<file path="config.mk">
export PLATFORM = sky130hd
export DESIGN_NAME = apb_timer_sched
export DESIGN_NICKNAME = d
export VERILOG_FILES = /design/src/rtl/apb_timer_pkg.sv /design/src/rtl/rr_arbiter.sv /design/src/rtl/apb_timer_sched.sv
export SDC_FILE = /design/constraint.sdc
export NUM_CORES = 1
export LEC_CHECK = 0
export CAP_MARGIN = 25
export CORE_UTILIZATION = 40
export DETAILED_ROUTE_END_ITERATION = 16
export PLACE_DENSITY = 0.79
export SLEW_MARGIN = 10
export SYNTH_ARGS = -nofsm -noshare
export SYNTH_HDL_FRONTEND = slang
export SYNTH_SLANG_ARGS = --single-unit
</file>
<file path="constraint.sdc">
create_clock -name PCLK -period 4.7 [get_ports PCLK]
set_clock_uncertainty 0.2 [all_clocks]
set_input_delay 0.705 -clock PCLK [delete_from_list [all_inputs] [get_ports PCLK]]
set_output_delay 0.705 -clock PCLK [all_outputs]
set_load 0.1 [all_outputs]
</file>
<file path="src/rtl/apb_timer_pkg.sv">
// apb_timer_pkg: shared types and register map for the APB timer scheduler.
// Holds the FSM state enum, the write-sequence step enum, the timer register
// word addresses and control values, plus a helper that maps a step to the
// APB address/data pair it issues.
package apb_timer_pkg;

    typedef enum logic [2:0] {
        IDLE     = 3'd0,
        SETUP    = 3'd1,
        ACCESS   = 3'd2,
        WAIT_INT = 3'd3,
        FIN      = 3'd4
    } state_e;

    // Position within the four-write programming sequence.
    typedef enum logic [1:0] {
        STEP_RELOAD = 2'd0,
        STEP_RUN    = 2'd1,
        STEP_INTCLR = 2'd2,
        STEP_STOP   = 2'd3
    } step_e;

    localparam logic [9:0]  ADDR_CTRL    = 10'h000;
    localparam logic [9:0]  ADDR_RELOAD  = 10'h002;
    localparam logic [9:0]  ADDR_INTCLR  = 10'h003;

    localparam logic [31:0] CTRL_RUN_IRQ = 32'h9;
    localparam logic [31:0] CTRL_STOP    = 32'h0;
    localparam logic [31:0] INTCLR_ACK   = 32'h1;

    // {PADDR, PWDATA} for a given step; only RELOAD carries the requester load.
    function automatic logic [41:0] step_write(input step_e step, input logic [31:0] load);
        case (step)
            STEP_RELOAD: return {ADDR_RELOAD, load};
            STEP_RUN:    return {ADDR_CTRL, CTRL_RUN_IRQ};
            STEP_INTCLR: return {ADDR_INTCLR, INTCLR_ACK};
            default:     return {ADDR_CTRL, CTRL_STOP};
        endcase
    endfunction

endpackage

</file>
<file path="src/rtl/rr_arbiter.sv">
// rr_arbiter: round-robin arbiter with one-hot grant.
// The search starts one past the last index granted; the pointer only moves
// when advance_i is high and some request is present. After reset the pointer
// sits at NREQ-1 so requester 0 wins first.
module rr_arbiter #(
    parameter int NREQ = 2
) (
    input  logic                     clk_i,
    input  logic                     rst_i,
    input  logic [NREQ-1:0]          req_i,
    input  logic                     advance_i,
    output logic [NREQ-1:0]          grant_o,
    output logic                     valid_o
);

    localparam int IW = $clog2(NREQ);

    logic [IW-1:0] last_q;
    logic [IW-1:0] last_d;
    logic [IW-1:0] win_idx;

    // Find the first active request after the last winner, wrapping around.
    always_comb begin
        int            cand;
        logic [IW-1:0] sel;
        cand    = 0;
        sel     = '0;
        grant_o = '0;
        valid_o = 1'b0;
        win_idx = last_q;
        for (int off = 1; off <= NREQ; off++) begin
            cand = int'(last_q) + off;
            if (cand >= NREQ) begin
                cand = cand - NREQ;
            end
            sel = IW'(cand);
            if (!valid_o && req_i[sel]) begin
                valid_o      = 1'b1;
                grant_o[sel] = 1'b1;
                win_idx      = sel;
            end
        end
        last_d = (advance_i && valid_o) ? win_idx : last_q;
    end

    // Pointer register; reset value makes index 0 the first candidate.
    always_ff @(posedge clk_i) begin
        if (rst_i) begin
            last_q <= IW'(NREQ - 1);
        end else begin
            last_q <= last_d;
        end
    end

endmodule

</file>
<file path="src/rtl/apb_timer_sched.sv">
// apb_timer_sched: shares one APB timer among NREQ requesters.
// A granted requester gets: RELOAD=load, CTRL=run+irq, wait for TIMERINT,
// INTCLR=1, CTRL=0, then a one-cycle done pulse. A zero load, a slave error
// or (optionally) an interrupt timeout produces an err pulse instead; the
// error/timeout abort path writes CTRL=0 once before reporting.
// Optional feature macro: APB_TIMER_SCHED_TMO_EN enables the WAIT_INT timeout
// counter (aborts after 2^TMO_W-1 cycles without TIMERINT).
//
// state    | meaning
// ---------+-----------------------------------------------------------
// IDLE     | no grant; arbitrates among req
// SETUP    | APB setup phase of current step (or zero-load err cycle)
// ACCESS   | APB access phase, held until PREADY
// WAIT_INT | timer running, waiting for TIMERINT (PSEL low)
// FIN      | one-cycle done (or err after abort) pulse
module apb_timer_sched
    import apb_timer_pkg::*;
#(
    parameter int NREQ  = 2,
    parameter int TMO_W = 16
) (
    input  logic                 PCLK,
    input  logic                 PRESET,
    input  logic [NREQ-1:0]      req,
    input  logic [32*NREQ-1:0]   req_load,
    output logic [NREQ-1:0]      done,
    output logic [NREQ-1:0]      err,
    output logic                 busy,
    output logic                 PSEL,
    output logic                 PENABLE,
    output logic                 PWRITE,
    output logic [11:2]          PADDR,
    output logic [31:0]          PWDATA,
    input  logic                 PREADY,
    input  logic                 PSLVERR,
    input  logic                 TIMERINT
);

    if (NREQ < 2 || NREQ > 8) begin : g_bad_nreq
        $error("apb_timer_sched: NREQ must be within 2..8");
    end
    if (TMO_W < 2 || TMO_W > 32) begin : g_bad_tmo_w
        $error("apb_timer_sched: TMO_W must be within 2..32");
    end

    state_e          state_q, state_d;
    step_e           step_q, step_d;
    logic            abort_q, abort_d;
    logic [NREQ-1:0] gnt_q, gnt_d;
    logic [31:0]     load_q, load_d;

    logic [NREQ-1:0] arb_grant;
    logic            arb_valid;
    logic [31:0]     sel_load;
    logic            zero_setup;
    logic            apb_on;

    rr_arbiter #(
        .NREQ (NREQ)
    ) u_arb (
        .clk_i     (PCLK),
        .rst_i     (PRESET),
        .req_i     (req),
        .advance_i (state_q == IDLE),
        .grant_o   (arb_grant),
        .valid_o   (arb_valid)
    );

    // Pick the winning requester's reload word.
    always_comb begin
        sel_load = '0;
        for (int i = 0; i < NREQ; i++) begin
            if (arb_grant[i]) begin
                sel_load = req_load[32*i +: 32];
            end
        end
    end

    // A zero load is rejected in the first SETUP cycle without driving PSEL.
    assign zero_setup = (state_q == SETUP) && (step_q == STEP_RELOAD) && (load_q == '0);
    assign apb_on     = ((state_q == SETUP) && !zero_setup) || (state_q == ACCESS);

`ifdef APB_TIMER_SCHED_TMO_EN
    logic [TMO_W-1:0] tmo_q;
    logic             tmo_hit;

    // Hit on the cycle the running count reaches all-ones.
    assign tmo_hit = (tmo_q == ({TMO_W{1'b1}} - TMO_W'(1)));

    // Count WAIT_INT cycles; cleared in every other state.
    always_ff @(posedge PCLK) begin
        if (PRESET || (state_q != WAIT_INT)) begin
            tmo_q <= '0;
        end else begin
            tmo_q <= tmo_q + TMO_W'(1);
        end
    end
`endif

    // State register.
    always_ff @(posedge PCLK) begin
        if (PRESET) begin
            state_q <= IDLE;
        end else begin
            state_q <= state_d;
        end
    end

    // Latched grant context: step, abort flag, grant vector and load.
    always_ff @(posedge PCLK) begin
        if (PRESET) begin
            step_q  <= STEP_RELOAD;
            abort_q <= 1'b0;
            gnt_q   <= '0;
            load_q  <= '0;
        end else begin
            step_q  <= step_d;
            abort_q <= abort_d;
            gnt_q   <= gnt_d;
            load_q  <= load_d;
        end
    end

    // Next-state and sequence-step logic.
    always_comb begin
        state_d = state_q;
        step_d  = step_q;
        abort_d = abort_q;
        gnt_d   = gnt_q;
        load_d  = load_q;
        case (state_q)
            IDLE: begin
                if (arb_valid) begin
                    state_d = SETUP;
                    gnt_d   = arb_grant;
                    load_d  = sel_load;
                    step_d  = STEP_RELOAD;
                    abort_d = 1'b0;
                end
            end
            SETUP: begin
                state_d = zero_setup ? IDLE : ACCESS;
            end
            ACCESS: begin
                if (PREADY) begin
                    if (PSLVERR && !abort_q) begin
                        // Stop the timer once; errors on that write are ignored.
                        abort_d = 1'b1;
                        step_d  = STEP_STOP;
                        state_d = SETUP;
                    end else begin
                        case (step_q)
                            STEP_RELOAD: begin
                                step_d  = STEP_RUN;
                                state_d = SETUP;
                            end
                            STEP_RUN: begin
                                step_d  = STEP_INTCLR;
                                state_d = WAIT_INT;
                            end
                            STEP_INTCLR: begin
                                step_d  = STEP_STOP;
                                state_d = SETUP;
                            end
                            default: begin
                                state_d = FIN;
                            end
                        endcase
                    end
                end
            end
            WAIT_INT: begin
                if (TIMERINT) begin
                    state_d = SETUP;
                end
`ifdef APB_TIMER_SCHED_TMO_EN
                else if (tmo_hit) begin
                    abort_d = 1'b1;
                    step_d  = STEP_STOP;
                    state_d = SETUP;
                end
`endif
            end
            FIN: begin
                state_d = IDLE;
            end
            default: begin
                state_d = IDLE;
            end
        endcase
    end

    // Moore outputs: APB drive, busy and the done/err pulses.
    always_comb begin
        PSEL    = 1'b0;
        PENABLE = 1'b0;
        PWRITE  = 1'b0;
        PADDR   = '0;
        PWDATA  = '0;
        if (apb_on) begin
            PSEL            = 1'b1;
            PENABLE         = (state_q == ACCESS);
            PWRITE          = 1'b1;
            {PADDR, PWDATA} = step_write(step_q, load_q);
        end
        busy = (state_q != IDLE);
        done = ((state_q == FIN) && !abort_q) ? gnt_q : '0;
        err  = (((state_q == FIN) && abort_q) || zero_setup) ? gnt_q : '0;
    end

endmodule

</file>
==> flow_metrics.py <==
metrics = {
    "critical_path": {
        "rr_worst_depth": 5,
        "required_ps": 3800,
        "cp_slowest_stage_delay_ps": 1170,
        "path_class": "flip-flop to output pin",
        "end_kind": "output pin",
        "path_cells": "or3b_2 > nor3b_1 > clkdlybuf4s50_1",
        "path_max_fanout": 8,
        "reg2reg_slack_ps": 1980,
        "startpoint_type": "flip-flop",
        "cp.arrival_ps": 2750,
        "critPathSlowestCell": "clkdlybuf4s50_1",
    },
    "timing": {
        "finalSetupViolCount": 0,
        "whs_ps": 295.6,
        "slew_viol_final": 0,
        "fin_setup_tns_ps": 0,
        "min_period_over_period_pct": 77.82,
        "max_slew_margin_pct": 29.86,
        "final_hold_viol_count": 0,
        "fin_crit_ps": 3657,
        "worstMarginPinSlew_ps": 1052,
        "rsz0062_at_grt": "no",
        "max_freq_mhz": 273.4,
    },
    "die": {
        "initial_core_util_pct": 41.52,
        "die_height_um": 83.19,
        "die_w_um": 83.19,
        "die_area_mm2": 0.006920,
        "core_mm2": 0.006350,
        "ios": 121,
        "fp-row-count": 29,
    },
    "final_layout": {
        "fin_nets": 490,
        "drive_gt1_share_pct": 19.32,
        "multi_input_area_mm2": 0.001595,
        "layout_common_cells": "73 x clkdlybuf4s50_1, 42 x buf_4, 41 x dfxtp_1",
        "area_growth_pct": 40.91,
        "num-fill-cells": 560,
        "antenna_cells": 0,
        "seq_area_um2": 820.8,
        "layout_commonest_cell": "clkdlybuf4s50_1",
        "final_util_pct": 58.50,
    },
    "clock_network": {
        "clock_latency_ps": 290,
        "post_cts_buffers": 0,
        "cts_tree": "built",
        "numClockSinks": 41,
        "cts_root_buffer": "clkbuf_8",
        "ctsHoldBuffers": 0,
        "cts_buffers": 5,
        "clk_path_buf_depth": 2,
        "post_cts_resized": 0,
        "clk_pin_slew_ps": 80,
        "htreeDepth": 2,
    },
    "pwr": {
        "power_density_mw_per_mm2": 359.8,
        "p_seq_share_pct": 32.5,
        "switching_share_pct": 45.89,
        "p_leak_uw": 0.001506,
        "ir_drop_v": 0.0001977,
        "totalPowerFinal_uw": 1337,
        "power.internal_uw": 723.3,
        "clockPowerShare_pct": 18.8,
        "switchingPower_uw": 613.4,
        "pwr-share-comb_pct": 48.7,
    },
    "placed_design": {
        "port_buffers": 112,
        "gp_congestion": 0.8819,
        "dp_hpwl_um": 5208,
    },
    "route": {
        "finalWirelength_um": 7280,
        "ant_nets": 0,
        "route.detailed.wl_per_inst_um": 14.83,
        "drt-vias-per-instance": 5.352,
        "drt_iter0_drc": 101,
        "drc": 0,
        "firstDrtPassIters": 4,
        "vias": 2628,
    },
    "job": {
        "cap_viol_max_count": 0,
    },
    "global_routing": {
        "grt_pass1_vias": 2577,
        "antenna_found_initial": 0,
        "track_usage_pct": 21.50,
        "grt_max_degree": 47,
        "grt.overflow.total": 0,
        "grt_pass1_wl_um": 12310,
    },
    "worst_hold_path": {
        "min_path_cells": 1,
        "min_path_type": "flip-flop to flip-flop",
    },
    "run_status": {
        "status": "completed",
    },
    "synthesis": {
        "synth_warnings": 0,
        "syn_inst": 321,
        "ys_seq_elements": 41,
        "synth_edf_count": 0,
        "yosysSeqAreaShare_pct": 31.13,
        "syn_area_mm2": 0.002636,
        "synth_cell_types": 42,
        "async_reset_ff_share_pct": 0,
        "synth_area_per_cell_um2": 8.213,
        "ys.flop_type": "dfxtp_1",
    },
}
[synthesized netlist by cell type (3+ instances only)]
master / n / share of area, %
nor4_1: 6 / 1.4
nand3_1: 33 / 6.3
a211o_1: 5 / 1.7
a311oi_2: 20 / 11
buf_4: 12 / 3.4
and2_1: 30 / 7.1
a211oi_1: 3 / 0.85
dfxtp_1: 41 / 31
a21oi_1: 5 / 0.95
clkbuf_1: 18 / 2.6
inv_1: 6 / 0.85
buf_6: 5 / 2.1
ha_1: 6 / 2.8
nor2_1: 40 / 5.7
nand2b_1: 3 / 0.71
nand2_1: 39 / 5.6
buf_2: 4 / 0.76
a311oi_1: 13 / 4.3
nor3_1: 5 / 0.95
[per-stage QoR]
stage / std cells / worst slack, ps / instance area [µm²]
after global placement: 482 / 1391 / 3586
after CTS: 491 / 1024 / 3715
after detailed placement: 483 / 1363 / 3613
final: 491 / 1043 / 3715
after global routing: 491 / 871.0 / 3715
after floorplan: 328 / 445.0 / 2663
[flip-flops by register name (all words and copies together) (netlist names)]
signal / flops
state_q: 3
abort_q: 1
load_q: 32
u_arb.last_q: 1
gnt_q: 2
step_q: 2
[routing by layer]
layer | part of all wire, % | routed length (µm) | vias to the layer above | track usage, %
met5 | 0 | 0 | - | 0
met4 | 1.3 | 97 | 0 | 5.643
met3 | 5.3 | 383 | 8 | 4.771
met2 | 50 | 3614 | 92 | 36.21
met1 | 44 | 3185 | 1215 | 27.71
li1 | - | - | 1313 | -
[area by class of cell]
class                      count  area share (%)
sequential                    41           22.09
timing repair buffer         117           29.03
inverter                       6          0.6063
tap                           77           2.593
clock buffer                   7           2.593
multi-input combinational    242           42.94
clock inverter                 1          0.1347
[worst paths after layout]
kind	from	endpoint
max	state_q[2]$_SDFFE_PP0P_	done[1]
min	u_arb.last_q$_SDFFE_PP1P_	u_arb.last_q$_SDFFE_PP1P_
max reg2reg	state_q[1]$_SDFFE_PP0P_	load_q[31]$_SDFFE_PP0P_
min reg2reg	u_arb.last_q$_SDFFE_PP1P_	u_arb.last_q$_SDFFE_PP1P_
[worst max-delay path: cells and delay by family (launching register included)]
kind                   cells  cell delay (ps)
buffers and inverters      1             1170
and+or+nand+nor            2              730
DFF                        1              570
[power groups by stage]
| stage | combinational [µW] | sequential [µW] | clock [µW] |
|---|---|---|---|
| finish | 651 | 435 | 251 |
| global route | 690 | 442 | 274 |
| CTS | 653 | 435 | 259 |
| floorplan | 522 | 425 | 0 |
| global placement | 644 | 440 | 0 |
| detailed placement | 652 | 443 | 0 |
[cells by family after synthesis]
group,Yosys count,share of synthesized area (%)
buffers and inverters,45,9.729
adders and majority gates,6,2.848
AOI/OAI and AO/OA,57,23.45
other,1,0.1422
DFF,41,31.13
xor gates and xnor gates,1,0.3323
and+or+nand+nor,170,32.37
(Power assumes the default switching activity.)
